File: src/rtl/ava_scanout_if.sv
// ava_scanout_if: signal bundle between the display scan-out stage and its environment.
// vga_mode  : video mode from the register block (sampled by scan-out once per frame)
// vram_a/en : VRAM port-B read address/enable, vram_do returns one cycle after vram_en
// pram_a/en : PRAM port-B read address/enable, pram_do returns one cycle after pram_en
// vblank    : vertical blanking flag back to the register block
// vga_*     : RGB444 pixel colour and negative-polarity syncs
// master modport = scan-out side, slave modport = RAMs/register block/display side.
package ava_pkg;
    typedef enum logic [1:0] {MODE_OFF = 2'd0, MODE_IDX8 = 2'd1} vga_mode_t;
endpackage

interface ava_scanout_if #(
    parameter int VRAM_ADDR_WIDTH = 15,
    parameter int PRAM_ADDR_WIDTH = 8
);
    ava_pkg::vga_mode_t         vga_mode;
    logic [VRAM_ADDR_WIDTH-1:0] vram_a;
    logic                       vram_en;
    logic [31:0]                vram_do;
    logic [PRAM_ADDR_WIDTH-1:0] pram_a;
    logic                       pram_en;
    logic [31:0]                pram_do;
    logic                       vblank;
    logic [3:0]                 vga_r, vga_g, vga_b;
    logic                       vga_hs, vga_vs;

    modport master (
        input  vga_mode, vram_do, pram_do,
        output vram_a, vram_en, pram_a, pram_en, vblank, vga_r, vga_g, vga_b, vga_hs, vga_vs
    );
    modport slave (
        output vga_mode, vram_do, pram_do,
        input  vram_a, vram_en, pram_a, pram_en, vblank, vga_r, vga_g, vga_b, vga_hs, vga_vs
    );
endinterface

File: src/rtl/ava_scanout.sv
// ava_scanout: 640x480@60 VGA scan-out showing a 320x240 indexed 8-bpp frame with 2x2 doubling.
// clk_i  : pixel clock (25.175 MHz nominal), rising edge
// rst_ni : asynchronous active-low reset
// bus    : ava_scanout_if master - vga_mode in, VRAM/PRAM port-B reads, vblank, RGB444 + syncs out
// Pipeline: stage 0 counters/VRAM fetch, stage 1 byte select/PRAM lookup, stage 2 colour register;
// syncs ride a matching 3-deep shift register so colour and syncs stay aligned.
module ava_scanout
    import ava_pkg::*;
#(
    parameter int VRAM_ADDR_WIDTH = 15,
    parameter int PRAM_ADDR_WIDTH = 8
) (
    input  logic          clk_i,
    input  logic          rst_ni,
    ava_scanout_if.master bus
);
    logic [9:0]  h_q, h_d, v_q, v_d;
    vga_mode_t   mode_q, mode_cur;
    logic        frame_start, active, fetch, hs_raw, vs_raw;
    logic        act1_q, act2_q, fetch1_q;
    logic [1:0]  sel1_q;
    logic [31:0] word_q, word_src, addr_full;
    logic [7:0]  pix_idx;
    logic [11:0] rgb_q;
    logic [2:0]  hs_q, vs_q;
    logic        unused;

    assign frame_start = h_q == 10'd0 && v_q == 10'd0;
    // The mode is latched at the end of the frame-start cycle, so that cycle itself
    // must already see the incoming mode or pixel (0,0) would never be fetched.
    assign mode_cur    = frame_start ? bus.vga_mode : mode_q;
    assign active      = h_q < 10'd640 && v_q < 10'd480;
    assign h_d         = (h_q == 10'd799) ? 10'd0 : h_q + 10'd1;
    assign v_d         = (h_q != 10'd799) ? v_q : (v_q == 10'd524) ? 10'd0 : v_q + 10'd1;
    assign hs_raw      = !(h_q >= 10'd656 && h_q <= 10'd751);
    assign vs_raw      = !(v_q >= 10'd490 && v_q <= 10'd491);

    // Both lines of a doubled pair address the same 80-word row: no line buffer.
    assign addr_full   = 32'(v_q >> 1) * 32'd80 + 32'(h_q >> 3);
    // Gated by rst_ni because mode_cur follows vga_mode combinationally at (0,0),
    // which is exactly where the counters sit while reset is held.
    assign fetch       = rst_ni && active && mode_cur == MODE_IDX8 && h_q[2:0] == 3'd0;
    assign bus.vram_en = fetch;
    assign bus.vram_a  = addr_full[VRAM_ADDR_WIDTH-1:0];

    // In the fetch-return cycle the word is still on vram_do, not yet in word_q.
    assign word_src    = fetch1_q ? bus.vram_do : word_q;
    assign pix_idx     = word_src[{sel1_q, 3'b000} +: 8];
    assign bus.pram_a  = PRAM_ADDR_WIDTH'(pix_idx);
    assign bus.pram_en = act1_q && mode_q == MODE_IDX8;

    assign {bus.vga_r, bus.vga_g, bus.vga_b} = rgb_q;
    assign bus.vga_hs  = hs_q[2];
    assign bus.vga_vs  = vs_q[2];
    assign bus.vblank  = v_q >= 10'd480;
    assign unused      = ^{bus.pram_do[31:12], addr_full[31:VRAM_ADDR_WIDTH]};

    always_ff @(posedge clk_i or negedge rst_ni) begin
        if (!rst_ni) begin
            h_q      <= '0;
            v_q      <= '0;
            mode_q   <= MODE_OFF;
            act1_q   <= 1'b0;
            act2_q   <= 1'b0;
            fetch1_q <= 1'b0;
            sel1_q   <= '0;
            word_q   <= '0;
            rgb_q    <= '0;
            hs_q     <= '1;
            vs_q     <= '1;
        end else begin
            h_q      <= h_d;
            v_q      <= v_d;
            if (frame_start) mode_q <= bus.vga_mode;
            act1_q   <= active;
            act2_q   <= act1_q;
            fetch1_q <= fetch;
            sel1_q   <= h_q[2:1];
            if (fetch1_q) word_q <= bus.vram_do;
            rgb_q    <= (act2_q && mode_q == MODE_IDX8) ? bus.pram_do[11:0] : 12'd0;
            hs_q     <= {hs_q[1:0], hs_raw};
            vs_q     <= {vs_q[1:0], vs_raw};
        end
    end
endmodule
File: src/flat_wrapper.sv
// flat-port wrapper written by rule: the top's interface ports become plain ports
module ava_scanout_flat import ava_pkg::*;
#(
    parameter int VRAM_ADDR_WIDTH = 15,
    parameter int PRAM_ADDR_WIDTH = 8
)
  (clk_i, rst_ni, bus_vga_mode, bus_vram_do, bus_pram_do, bus_vram_a, bus_vram_en, bus_pram_a, bus_pram_en, bus_vblank, bus_vga_r, bus_vga_g, bus_vga_b, bus_vga_hs, bus_vga_vs);
  ava_scanout_if #(.VRAM_ADDR_WIDTH(VRAM_ADDR_WIDTH), .PRAM_ADDR_WIDTH(PRAM_ADDR_WIDTH)) bus_i ();
  input  logic clk_i;
  input  logic rst_ni;
  input wire logic [$bits(bus_i.vga_mode)-1:0] bus_vga_mode;
  input wire logic [$bits(bus_i.vram_do)-1:0] bus_vram_do;
  input wire logic [$bits(bus_i.pram_do)-1:0] bus_pram_do;
  output wire logic [$bits(bus_i.vram_a)-1:0] bus_vram_a;
  output wire logic [$bits(bus_i.vram_en)-1:0] bus_vram_en;
  output wire logic [$bits(bus_i.pram_a)-1:0] bus_pram_a;
  output wire logic [$bits(bus_i.pram_en)-1:0] bus_pram_en;
  output wire logic [$bits(bus_i.vblank)-1:0] bus_vblank;
  output wire logic [$bits(bus_i.vga_r)-1:0] bus_vga_r;
  output wire logic [$bits(bus_i.vga_g)-1:0] bus_vga_g;
  output wire logic [$bits(bus_i.vga_b)-1:0] bus_vga_b;
  output wire logic [$bits(bus_i.vga_hs)-1:0] bus_vga_hs;
  output wire logic [$bits(bus_i.vga_vs)-1:0] bus_vga_vs;
  assign bus_i.vga_mode = bus_vga_mode;
  assign bus_i.vram_do = bus_vram_do;
  assign bus_i.pram_do = bus_pram_do;
  assign bus_vram_a = bus_i.vram_a;
  assign bus_vram_en = bus_i.vram_en;
  assign bus_pram_a = bus_i.pram_a;
  assign bus_pram_en = bus_i.pram_en;
  assign bus_vblank = bus_i.vblank;
  assign bus_vga_r = bus_i.vga_r;
  assign bus_vga_g = bus_i.vga_g;
  assign bus_vga_b = bus_i.vga_b;
  assign bus_vga_hs = bus_i.vga_hs;
  assign bus_vga_vs = bus_i.vga_vs;
  ava_scanout #(.VRAM_ADDR_WIDTH(VRAM_ADDR_WIDTH), .PRAM_ADDR_WIDTH(PRAM_ADDR_WIDTH)) u_core (.clk_i(clk_i), .rst_ni(rst_ni), .bus(bus_i));
endmodule
File: config.mk
export PLATFORM = sky130hd
export DESIGN_NAME = ava_scanout_flat
export DESIGN_NICKNAME = d
export VERILOG_FILES = /design/src/rtl/ava_scanout_if.sv /design/src/rtl/ava_scanout.sv /design/src/flat_wrapper.sv
export SDC_FILE = /design/constraint.sdc
export NUM_CORES = 1
export LEC_CHECK = 0
export ABC_CLOCK_PERIOD_IN_PS = 2700
export BUFFER_PORTS_ARGS = -buffer_cell sky130_fd_sc_hd__buf_2
export CORE_MARGIN = 5
export CORE_UTILIZATION = 47
export CTS_CLUSTER_DIAMETER = 80
export CTS_CLUSTER_SIZE = 25
export DETAILED_ROUTE_END_ITERATION = 8
export GPL_ROUTABILITY_DRIVEN = 1
export PLACE_DENSITY_LB_ADDON = 0.15
export SYNTH_ARGS = -nofsm -noshare
export SYNTH_HDL_FRONTEND = slang
export SYNTH_SLANG_ARGS = --single-unit
File: constraint.sdc
create_clock -name clk_i -period 2.7 [get_ports clk_i]
set_input_delay 0.54 -clock clk_i [delete_from_list [all_inputs] [get_ports clk_i]]
set_output_delay 0.54 -clock clk_i [all_outputs]
set_load 0.03 [all_outputs]
# [Word-level counts from Yosys, hierarchy flattened]
# Cells that the tools add are included.
[classes] shifts=1 n_mul=1 muxes=5 add_sub_neg=3 n_reduce_logical=14 n_eq_ne=5 n_lt_le_gt_ge=7
[ops] cell="32-bit 2-to-1 mux" n=1
[ops] cell="32-bit by 6-bit variable part select with 8-bit output" n=1
[ops] cell="10-bit by 1-bit adder with 10-bit output (second input constant)" n=2
[ops] cell="10-bit == test (second input constant)" n=2
[ops] cell="10-bit by 9-bit greater-or-equal comparator with 1-bit output (second input constant)" n=2
[ops] cell="10-bit logical NOT" n=2
[ops] cell="10-bit 2-to-1 mux" n=2
[ops] cell="15-bit by 7-bit adder with 15-bit output" n=1
[ops] cell="12-bit 2-to-1 mux" n=1
[ops] cell="9-bit by 3-bit multiplier with 11-bit output (second input constant)" n=1
[ops] cell="10-bit greater-or-equal comparator (second input constant)" n=1
[ops] cell="10-bit <= comparator (second input constant)" n=1
[ops] cell="10-bit by 9-bit <= comparator with 1-bit output (second input constant)" n=1
[ops] cell="10-bit < comparator (second input constant)" n=1
[ops] cell="10-bit by 9-bit < comparator with 1-bit output (second input constant)" n=1
[ops] cell="10-bit inequality test (second input constant)" n=1
[ops] cell="1-bit logical AND" n=9
[ops] cell="2-bit by 1-bit == test with 1-bit output (second input constant)" n=2
[ops] cell="3-bit logical NOT" n=1
[ops] cell="1-bit logical NOT" n=2
[ops] cell="2-bit 2-to-1 mux" n=1
[word_totals] out_inout_bits=40 ff_bits=77 input_bits=68

# [Logic depth before layout (Yosys ltp)]
# Gate-level depths: netlist of run 1.
[logic_depth] word_depth=6 mapped_depth=9

# [Worst setup path before layout of run 1]
# OpenSTA, ideal clock, no wires.
[synth_timing] path_type="register -> output" startpoint="register u_core.v_q[2]" endpoint="output port bus_vram_a[14]" setup_slack_ns=-0.595 arrival_time_ns=2.755 path_stages_with_launch=10 cell_sequence="dfrtp_1 -> ha_1 -> ha_1 -> fa_1 -> a211oi_1 -> nor2_1 -> xor2_1 -> nand3_1 -> nor3b_2 -> xor2_1"
[synth_via] elab_chain_len=2
[synth_lines] item="start: declaration" line_no="ava_scanout.sv:17" rtl="logic [9:0] h_q, h_d, v_q, v_d;"
[synth_lines] item="start signal: assignment" line_no="ava_scanout.sv:73" rtl="v_q <= v_d;"
[synth_lines] item="9-bit by 3-bit multiplier with 11-bit output" line_no="ava_scanout.sv:39" rtl="assign addr_full = 32'(v_q >> 1) * 32'd80 + 32'(h_q >> 3);"
[synth_lines] item="15-bit by 7-bit adder with 15-bit output" line_no="ava_scanout.sv:39"
[synth_lines] item="end: declaration" line_no="flat_wrapper.sv:14" rtl="output wire logic [$bits(bus_i.vram_a)-1:0] bus_vram_a;"
# No other way between the ends.

# [Worst setup path in the final report of run 1]
# Ends and elaborated chain as after synthesis.

==> results of run 1 <==
## worst max-delay path, delay by kind of cell, from the launching register on
family,cells,cell delay [ns]
adder cells (fa/ha/maj),3,0.85
AND/OR/NAND/NOR,3,0.44
flip-flops,1,0.40
XOR/XNOR,2,0.37
AO/OA/AOI/OAI,1,0.24
buffers and inverters,1,0.15
## final cells by class
class	count	area [um^2]	share of cell area
Inverter	9	33.8	0.00656
Tap cell	105	131	0.0255
Sequential cell	77	1930	0.376
Clock inverter	5	85.1	0.0165
Multi-Input combinational cell	207	1940	0.376
Timing Repair Buffer	138	893	0.173
Clock buffer	10	138	0.0267
## registers in the layout, summed over array words and instances, names as in the netlist, 2 cells and up
signal / cells
u_core.h_q: 10
u_core.hs_q: 3
u_core.mode_q: 2
u_core.rgb_q: 12
u_core.sel1_q: 2
u_core.v_q: 10
u_core.vs_q: 3
u_core.word_q: 32
## per-stage QoR
stage	setup TNS (ns)	power [W]	instance area, um^2	util	setup slack, ns
2_1_floorplan	-1.13	0.00140	3880	-	-0.363
3_3_place_gp	-0.820	0.00149	4690	0.579	-0.274
3_5_place_dp	-0.963	0.00150	4690	0.579	-0.314
4_1_cts	-2.87	0.00247	4990	0.617	-0.631
5_1_grt	-4.08	0.00254	5150	0.637	-0.803
6_report	-3.23	0.00243	5150	0.637	-0.622
## worst max-delay path by stage
stage,start,end,slack [ns],cells after the start
after floorplan,u_core.v_q[2],bus_vram_a[14],-0.36,9
after global placement,u_core.v_q[2],bus_vram_a[14],-0.27,10
after global routing,u_core.v_q[2],bus_vram_a[14],-0.80,10
after detailed placement,u_core.v_q[2],bus_vram_a[14],-0.31,10
after CTS,u_core.v_q[2],bus_vram_a[14],-0.63,10
final,u_core.v_q[2],bus_vram_a[14],-0.62,10
## cell usage after synthesis (all sizes together), types with 2 or more instances
master,count
nor3b,2
nand3b,2
and3,14
nand2,15
dfrtp,71
nor2,20
nor3,2
nand3,11
mux4,8
fa,2
nor2b,6
mux2,35
nor4,3
a21oi,6
a21o,4
buf,11
and4,3
xnor2,13
ha,22
inv,9
dfstp,6
o21ai,8
nand4,4
xor2,13
clkbuf,4
## power groups by stage
stage | Sequential, W | Clock (W) | Combinational (W)
2_1_floorplan | 0.00126 | 0 | 0.000138
3_3_place_gp | 0.00125 | 0 | 0.000245
3_5_place_dp | 0.00125 | 0 | 0.000250
4_1_cts | 0.00123 | 0.000988 | 0.000250
5_1_grt | 0.00124 | 0.00104 | 0.000270
6_report | 0.00123 | 0.000951 | 0.000245
## cell families (layout without fill, tap and decap cells)
kind of cell	count (synthesis)	after routing	share of synthesized area
simple gates	88	88	0.131
fa+ha+maj	24	24	0.0820
buf+inv	24	162	0.0325
xor+xnor	26	26	0.0592
flops	77	77	0.503
compound gates	26	26	0.0429
mux	43	43	0.149
## routing by layer
metal / vias up / share of wire
li1: 1343 / -
met1: 1347 / 0.44
met2: 79 / 0.47
met3: 15 / 0.069
met4: 0 / 0.023
met5: - / 0
## timing repair
action / CTS / global route
pin swaps: 4 / 15
resized for setup: 19 / 19
gates cloned: 0 / 0
endpoints found under the setup margin: 9 / 9
setup buffers: 2 / 9
endpoints found under the hold margin: 0 / 0
==> metrics.txt, run 1 <==
status finished with violations; failing checks setup timing; Hold Crit Depth 0; GRT Max-Usage Layer met2; DRC violations left 0; grt total ovfl 0; fin worst setup slack -0.622 ns; Worst-Margin Slew 0.926 ns; ys async rst share 1.00; hold-fix buffers at CTS 0; Max-slew headroom 0.382; core area 0.00809 mm^2; drt initial violations 73; io pins 108; Synth Net Count 400; worst r2r src u_core.h_q[1]; Hold Worst Slack 0.358 ns; worst hold start u_core.hs_q[1]; Setup crit end kind primary output; largest net degree at the start of global routing 78; Max stage delay on crit path 0.40 ns; clock slew at reported path FFs 0.07 ns; vias in the first global route 2853; WL/cell 14.4 um; Final Critical Period 3.32 ns; crit path cell chain ha_1 > ha_2 > fa_2 > a211oi_2 > nor2_1 > xor2_1 > nand3_2 > nor3b_2 > xor2_2 > buf_6; placed insts 527; max-slew violations 0; grt met1 use 0.214; ant diodes 0; fill cell count 666; Nets 534; Startpoint Class flip-flop; clock sink total 77; Die W 100 um; post-synthesis sequential area ratio 0.503; Antenna Violating Nets Remaining 0; root buf cell clkbuf_8; CTS tree done; first-pass GRT wire length 13000 um; Layout Cells excl Fill 551; Total Routing Usage GR 0.163; Synth cell types 49; VDD IR max 0.265 mV; PortBufs 87; vias per cell 5.05; Pre-antenna DRT Iters 4; final wirelength 7940 um; CTS Buf Count 9; post-synthesis cell count 308; final hold vios 0; synth top area cells dfrtp_1, mux2_2, ha_1, mux4_2, dfstp_2; Ys Warns 0; clk_skew 0.00846 ns; Initial Util 0.475; commonest non-fill, non-tap cell in the layout buf_2; Comb power frac 0.101; Mapped Area 0.00385 mm^2; Crit path required time 2.16 ns; Final Wtd Congestion 0.757; Setup CP Type flip-flop to primary output; r2r setup slk 0.79 ns; Crit Path Max Fanout 2; most frequent cells in the layout buf_2, dfrtp_1, buf_4, mux2_2, ha_1; Finish-stage setup viols 7; internal power 0.00188 W; Seq pwr share 0.507; maxcap violations 0; RSZ-0062 raised after global routing true; Avg Inst Size Synth 12.5 um^2; Via Count 2784; Seq cells post-synth 77; Top FF cell, synth dfrtp_1; Final period util 1.23; Post-synth EDFFs 0; # rows 33; CTS HTree Levels 3; hpwl dp 5810 um; met2 usage 0.259; RR Endpoint u_core.v_q[9]; CP arrival 2.78 ns; Yosys top cell by area dfrtp_1; DIE AREA 0.0101 mm^2; CTS max path bufs 2; worst skew pair latency 0.33 ns; NetSw 0.000550 W; Static Leak 2.65 nW; Die H 100 um; Worst R2R Path Depth 7; switching share of total power 0.227; initial antenna violation count 0; global-route met3 utilization 0.0436; layout cells sized above 1 0.511; CP max-delay cell dfrtp_1; pwr dens 471 mW/mm^2; max frequency 0.301 GHz; hold worst-path end u_core.hs_q[2]; Area Overhead vs Synth 33.9%; Hold Crit Class flip-flop to flip-flop; Synth top area share 0.462; clock share of power 0.392
(Power assumes the default switching activity.)
==> run 2: changes to the inputs <==
Settings changed: CORE_MARGIN 5 to 3.
==> run 2 against run 1 <==
Effect of this change: the run still ends with setup timing left; worst setup slack worse by 0.0019 ns; total power up 0.82%; die area shrank 7.8%; clock skew about the same; via count barely moved; register-to-register slack got worse by 0.05 ns; count of clock-buffer cells in the layout increased by 1; flip-flop and latch count did not move; global-route usage rose by 1.4 points; core utilization is 2.9 points higher; sequential share of layout area decreased by 0.47 points; highest routed layer unchanged.
==> metrics.txt, run 2 (same netlist as run 1, synthesis figures left out) <==
switching share of total power 0.232 (+0.00472); Final period util 1.23 (about the same); Seq pwr share 0.503 (-0.004); RSZ-0062 raised after global routing true; Area Overhead vs Synth 35.7%; Die H 96.5 um (-4.0%); Crit path required time 2.16 ns (about the same); placed insts 523 (-0.76%); drt initial violations 54 (-26%); hold worst-path end u_core.hs_q[2]; VDD IR max 0.242 mV (-8.6%); largest net degree at the start of global routing 78 (unchanged); WL/cell 14.8 um (+2.5%); Final Critical Period 3.32 ns (+0.00188 ns); vias in the first global route 2786 (-2.3%); Top reg by flops u_core.word_q; pwr dens 468 mW/mm^2 (-0.51%); failing checks setup timing; initial antenna violation count 0 (unchanged); registers with the most flip-flops u_core.word_q (32), u_core.rgb_q (12); Layout Cells excl Fill 546 (-0.91%); Antenna Violating Nets Remaining 0 (unchanged); Crit Path Max Fanout 2 (unchanged); DIE AREA 0.00930 mm^2 (-7.8%); status finished with violations; Worst R2R Path Depth 6 (-1); first-pass GRT wire length 12700 um (-2.3%); CTS HTree Levels 3 (unchanged); Finish-stage setup viols 6 (-1); internal power 0.00188 W (+0.20%); layout cells sized above 1 0.529 (+0.0181); Via Count 2782 (-0.072%); Pre-antenna DRT Iters 4 (unchanged); crit path cell chain ha_4 > ha_4 > fa_2 > a211oi_2 > nor2_1 > xor2_1 > nand3_1 > nor3b_2 > xor2_2 > buf_6; Static Leak 2.59 nW (-2.2%); CTS Buf Count 9 (unchanged); Worst-Margin Slew 0.922 ns (-0.00419 ns); fill cell count 616 (-7.5%); max frequency 0.301 GHz (about the same); NetSw 0.000566 W (+2.9%); hpwl dp 5630 um (-3.1%); Max-slew headroom 0.385 (+0.00279); Nets 531 (-0.56%); max-slew violations 0 (unchanged); Setup CP Type flip-flop to primary output; final wirelength 8070 um (+1.6%); grt total ovfl 0 (unchanged); RR Endpoint u_core.v_q[0]; DRC violations left 0 (unchanged); Max stage delay on crit path 0.41 ns (about the same); final hold vios 0 (unchanged); cell repeated most along the worst path ha_4; Worst setup startpoint u_core.v_q[2]; most frequent cells in the layout buf_2, dfrtp_1, buf_4, mux2_2, nor2_1; CP max-delay cell dfrtp_1; clock sink total 77 (unchanged); Die W 96.5 um (-4.0%); Startpoint Class flip-flop; r2r setup slk 0.74 ns (-0.05 ns); Hold Crit Depth 0 (unchanged); io pins 108 (unchanged); Comb power frac 0.101 (about the same); max reg flops 32 (unchanged); Final Wtd Congestion 0.765 (+1.1%); hold-fix buffers at CTS 0 (unchanged); fin worst setup slack -0.624 ns (-0.00188 ns); CTS tree done; commonest non-fill, non-tap cell in the layout buf_2; CTS max path bufs 2 (unchanged); finished layout cell area 0.00522 mm^2 (+1.3%); Placement Setup Slack -0.307 ns (+0.00715 ns); Setup crit end kind primary output; Hold Crit Class flip-flop to flip-flop; clock share of power 0.397 (+0.005); clk_skew 0.00838 ns (-0.0000755 ns); Initial Util 0.490 (+0.0149); ant diodes 0 (unchanged); worst r2r src u_core.v_q[5]; worst skew pair latency 0.34 ns (about the same); clock slew at reported path FFs 0.08 ns (about the same); Placed Instance Area 0.00468 mm^2 (-0.24%); Total Routing Usage GR 0.177 (+0.0140); vias per cell 5.10 (+0.84%); worst hold start u_core.hs_q[1]; core area 0.00785 mm^2 (-3.0%); maxcap violations 0 (unchanged); PortBufs 87 (unchanged); CP arrival 2.78 ns (about the same); root buf cell clkbuf_8; # rows 32 (-3.0%)
==> run 2: cell types whose count changed in the layout (fill, tap and decap cells not counted), sizes merged <==
cell / previous run / this run
buf: 138 / 135
clkbuf: 10 / 11
clkinv: 2 / 1
clkinvlp: 1 / 2
==> run 2: through the flow <==
stage / hold slack (ns) / TNS (ns) / utilization / power (W)
2_1_floorplan: 0.244 / -1.13 / - / 0.00140
3_3_place_gp: 0.346 / -0.820 / 0.596 / 0.00149
3_5_place_dp: 0.349 / -0.921 / 0.596 / 0.00150
4_1_cts: 0.361 / -2.87 / 0.639 / 0.00247
5_1_grt: 0.366 / -3.45 / 0.665 / 0.00255
6_report: 0.359 / -2.70 / 0.665 / 0.00245
==> run 2: per-layer routing <==
layer / global-route usage / share of wire
met5: 0 / 0
met4: 0.0502 / 0.014
met3: 0.0449 / 0.063
met2: 0.305 / 0.50
met1: 0.220 / 0.43
==> run 2: worst max path at each step <==
stage / end / slack (ns) / cells past startpoint
2_1_floorplan: bus_vram_a[14] / -0.36 / 9
3_3_place_gp: bus_vram_a[14] / -0.27 / 10
3_5_place_dp: bus_vram_a[14] / -0.31 / 10
4_1_cts: bus_vram_a[14] / -0.64 / 10
5_1_grt: bus_vram_a[14] / -0.80 / 10
6_report: bus_vram_a[14] / -0.62 / 10
==> run 2: timing repair <==
item                                   in CTS  in global routing
setup buffers                               5                  7
resized for setup                          23                 30
pin swaps                                   9                 21
setup endpoints to repair                   9                  9
endpoints found under the hold margin       0                  0
==> run 2: power groups by stage <==
stage	sequential, W	clock [W]	combinational, W
after global placement	0.00125	0	0.000243
after floorplan	0.00126	0	0.000138
final	0.00123	0.000970	0.000246
after detailed placement	0.00125	0	0.000250
after global routing	0.00124	0.00104	0.000269
after CTS	0.00123	0.000994	0.000250
==> run 2: area by class of cell <==
type                    instances  area [um^2]  area share
inverters                       9         33.8     0.00647
multi-input cells             207         2020       0.388
clock buffers                  11          141      0.0271
well taps                     102          128      0.0244
flip-flops and latches         77         1940       0.371
clock inverters                 5         83.8      0.0161
repair buffers                135          875       0.168
==> run 2: critical path, delay by kind of cell (launching register included) <==
family          cells  cell delay [ns]
buf+inv             1             0.14
xor+xnor            2             0.36
fa+ha+maj           3             0.78
simple gates        3             0.48
flops               1             0.41
compound gates      1             0.27
==> run 3: changes to the inputs <==
Settings changed: ABC_CLOCK_PERIOD_IN_PS 2700 to 4300, CORE_UTILIZATION 47 to 56.
Clock period 2.7 ns to 4.3 ns, I/O delays scaled along.
==> run 3 against run 2 <==
Effect of this change: the run now ends clean; combinational power shrank 38%; total power shrank 38%; clock skew shrank 0.0011 ns; critical endpoint unchanged; largest cell class is now flip-flops and latches; largest power group unchanged; highest routed layer unchanged.
==> metrics.txt, run 3 (same netlist as run 1, synthesis figures left out) <==
status completed; Pre-antenna DRT Iters 4 (unchanged); most frequent cells in the layout buf_2, dfrtp_1, mux2_2, ha_1, nor2_1; io pins 108 (unchanged); clk_skew 0.00727 ns (-0.00111 ns); first-pass GRT wire length 11400 um (-10%); Hold Crit Depth 0 (unchanged); total power draw 0.00153 W (-38%); worst hold start u_core.hs_q[1]; CTS tree done; DRC violations left 0 (unchanged); registers with the most flip-flops u_core.word_q (32), u_core.rgb_q (12); VDD IR max 0.170 mV (-30%); commonest non-fill, non-tap cell in the layout buf_2; largest net degree at the start of global routing 78 (unchanged); NetSw 0.000336 W (-41%); fill cell count 485 (-21%); crit path cell chain ha_1 > ha_1 > fa_1 > a211oi_1 > nor2_1 > xor2_1 > nand3_1 > nor3b_2 > xor2_1 > buf_2; Setup CP Type flip-flop to primary output; Top reg by flops u_core.word_q; clock slew at reported path FFs 0.08 ns (about the same); vias in the first global route 2476 (-11%); post-CTS sizing 0 (-100%); Initial Util 0.592 (+0.102); worst skew pair latency 0.34 ns (about the same); initial antenna violation count 0 (unchanged); worst r2r src u_core.h_q[1]; Placement Setup Slack 0.654 ns (+0.961 ns); Antenna Violating Nets Remaining 0 (unchanged); grt total ovfl 0 (unchanged); CTS HTree Levels 3 (unchanged); RR Endpoint u_core.v_q[9]; drt initial violations 40 (-26%); r2r setup slk 2.09 ns (+1.35 ns); Setup crit end kind primary output; CTS max path bufs 2 (unchanged); Seq pwr share 0.506 (+0.003); CP max-delay cell dfrtp_1; Worst R2R Path Depth 7 (+1); CP arrival 3.14 ns (+0.36 ns); Worst Path Buf+Inv 1 (unchanged); Crit path required time 3.44 ns (+1.28 ns); switching share of total power 0.220 (-0.0120); vias per cell 5.37 (+5.4%); max reg flops 32 (unchanged); Final Critical Period 4.00 ns; Hold Crit Class flip-flop to flip-flop; critical path's top delay family adder cells; hold worst-path end u_core.hs_q[2]; Die W 88.9 um (-7.9%); Die H 88.9 um (-7.9%); internal power 0.00119 W (-37%); core area 0.00649 mm^2 (-17%); number of post-CTS setup repair buffers 0 (-5); fin worst setup slack 0.295 ns (+0.919 ns); Fin Setup TNS 0 ns (+2.70 ns); Static Leak 2.35 nW (-9.5%); Via Count 2557 (-8.1%); Crit Path Max Fanout 7 (+5); max-slew violations 0 (unchanged); Startpoint Class flip-flop; # rows 29 (-9.4%); DIE AREA 0.00790 mm^2 (-15%); CTS Buf Count 9 (unchanged); final hold vios 0 (unchanged); clock sink total 77 (unchanged); RSZ-0062 raised after global routing false; Nets 486 (-8.5%); Final Wtd Congestion 0.761 (-0.56%); hpwl dp 5230 um (-7.1%); Total Routing Usage GR 0.189 (+0.0126); WL/cell 14.9 um (+0.65%); maxcap violations 0 (unchanged); Final period util 0.931; Hold Worst Slack 0.353 ns (-0.00654 ns); Worst-Margin Slew 0.931 ns (+0.00889 ns); max frequency 0.250 GHz; ant diodes 0 (unchanged); Max-slew headroom 0.379 (-0.00593); Max stage delay on crit path 0.46 ns (+0.05 ns); root buf cell clkbuf_8; Comb power frac 0.100 (about the same); layout cells sized above 1 0.401 (-0.128); Area Overhead vs Synth 18.0%; clock share of power 0.394 (-0.003); final wirelength 7080 um (-12%); PortBufs 87 (unchanged); hold-fix buffers at CTS 0 (unchanged); Finish-stage setup viols 0 (-6); pwr dens 337 mW/mm^2 (-28%)
run 3: cell count changes in the layout (fill, tap and decap cells not counted), moves of 5 or more:
cell	previous run	this run
buf_4	46	4
ha_4	6	0
buf_6	11	0
xnor2_1	8	13
buf_2	77	86
ha_1	14	22
run 3: cell type report:
type                       count  area, um^2  share of cell area
multi-input combinational    207        1790               0.394
inverter                       9        33.8             0.00745
timing repair buffer          90         460               0.101
tap                           77        96.3              0.0212
sequential                    77        1930               0.426
clock inverter                 4        70.1              0.0154
clock buffer                  12         155              0.0342
run 3: worst reg2reg max path: stages (launching register included):
cell and delay [ns]:
dfrtp_1 0.40, ha_1 0.21, nand3_2 0.18, nor4_4 0.65
and4_1 0.36, nand2_1 0.08, xor2_1 0.14, a21oi_1 0.12
run 3: layer usage:
layer | up-vias | part of all wire | track usage
met5 | - | 0 | 0
met4 | 0 | 0.023 | 0.0920
met3 | 12 | 0.048 | 0.0400
met2 | 60 | 0.49 | 0.317
met1 | 1232 | 0.43 | 0.232
li1 | 1253 | - | -
run 3: worst max-delay path by stage:
stage / endpoint / slack [ns] / cells past startpoint / start
floorplan: bus_vram_a[14] / 0.69 / 9 / u_core.v_q[2]
global placement: bus_vram_a[14] / 0.68 / 10 / u_core.v_q[2]
detailed placement: bus_vram_a[14] / 0.65 / 10 / u_core.v_q[2]
CTS: bus_vram_a[14] / 0.26 / 10 / u_core.v_q[2]
global route: bus_vram_a[14] / 0.09 / 10 / u_core.v_q[2]
finish: bus_vram_a[14] / 0.30 / 10 / u_core.v_q[2]
run 3: metrics by stage:
stage                     std cells  area, um^2  utilization
after global routing            476        4540        0.699
after detailed placement        460        4310        0.664
after global placement          460        4310        0.664
after CTS                       476        4540        0.699
final                           476        4540        0.699
after floorplan                 308        3850            -
run 3: power groups by stage:
stage          Clock, W  Sequential (W)  Combinational (W)
3_3_place_gp          0        0.000784           0.000151
2_1_floorplan         0        0.000793          0.0000866
5_1_grt        0.000642        0.000776           0.000167
6_report       0.000602        0.000773           0.000153
4_1_cts        0.000614        0.000773           0.000155
3_5_place_dp          0        0.000787           0.000155
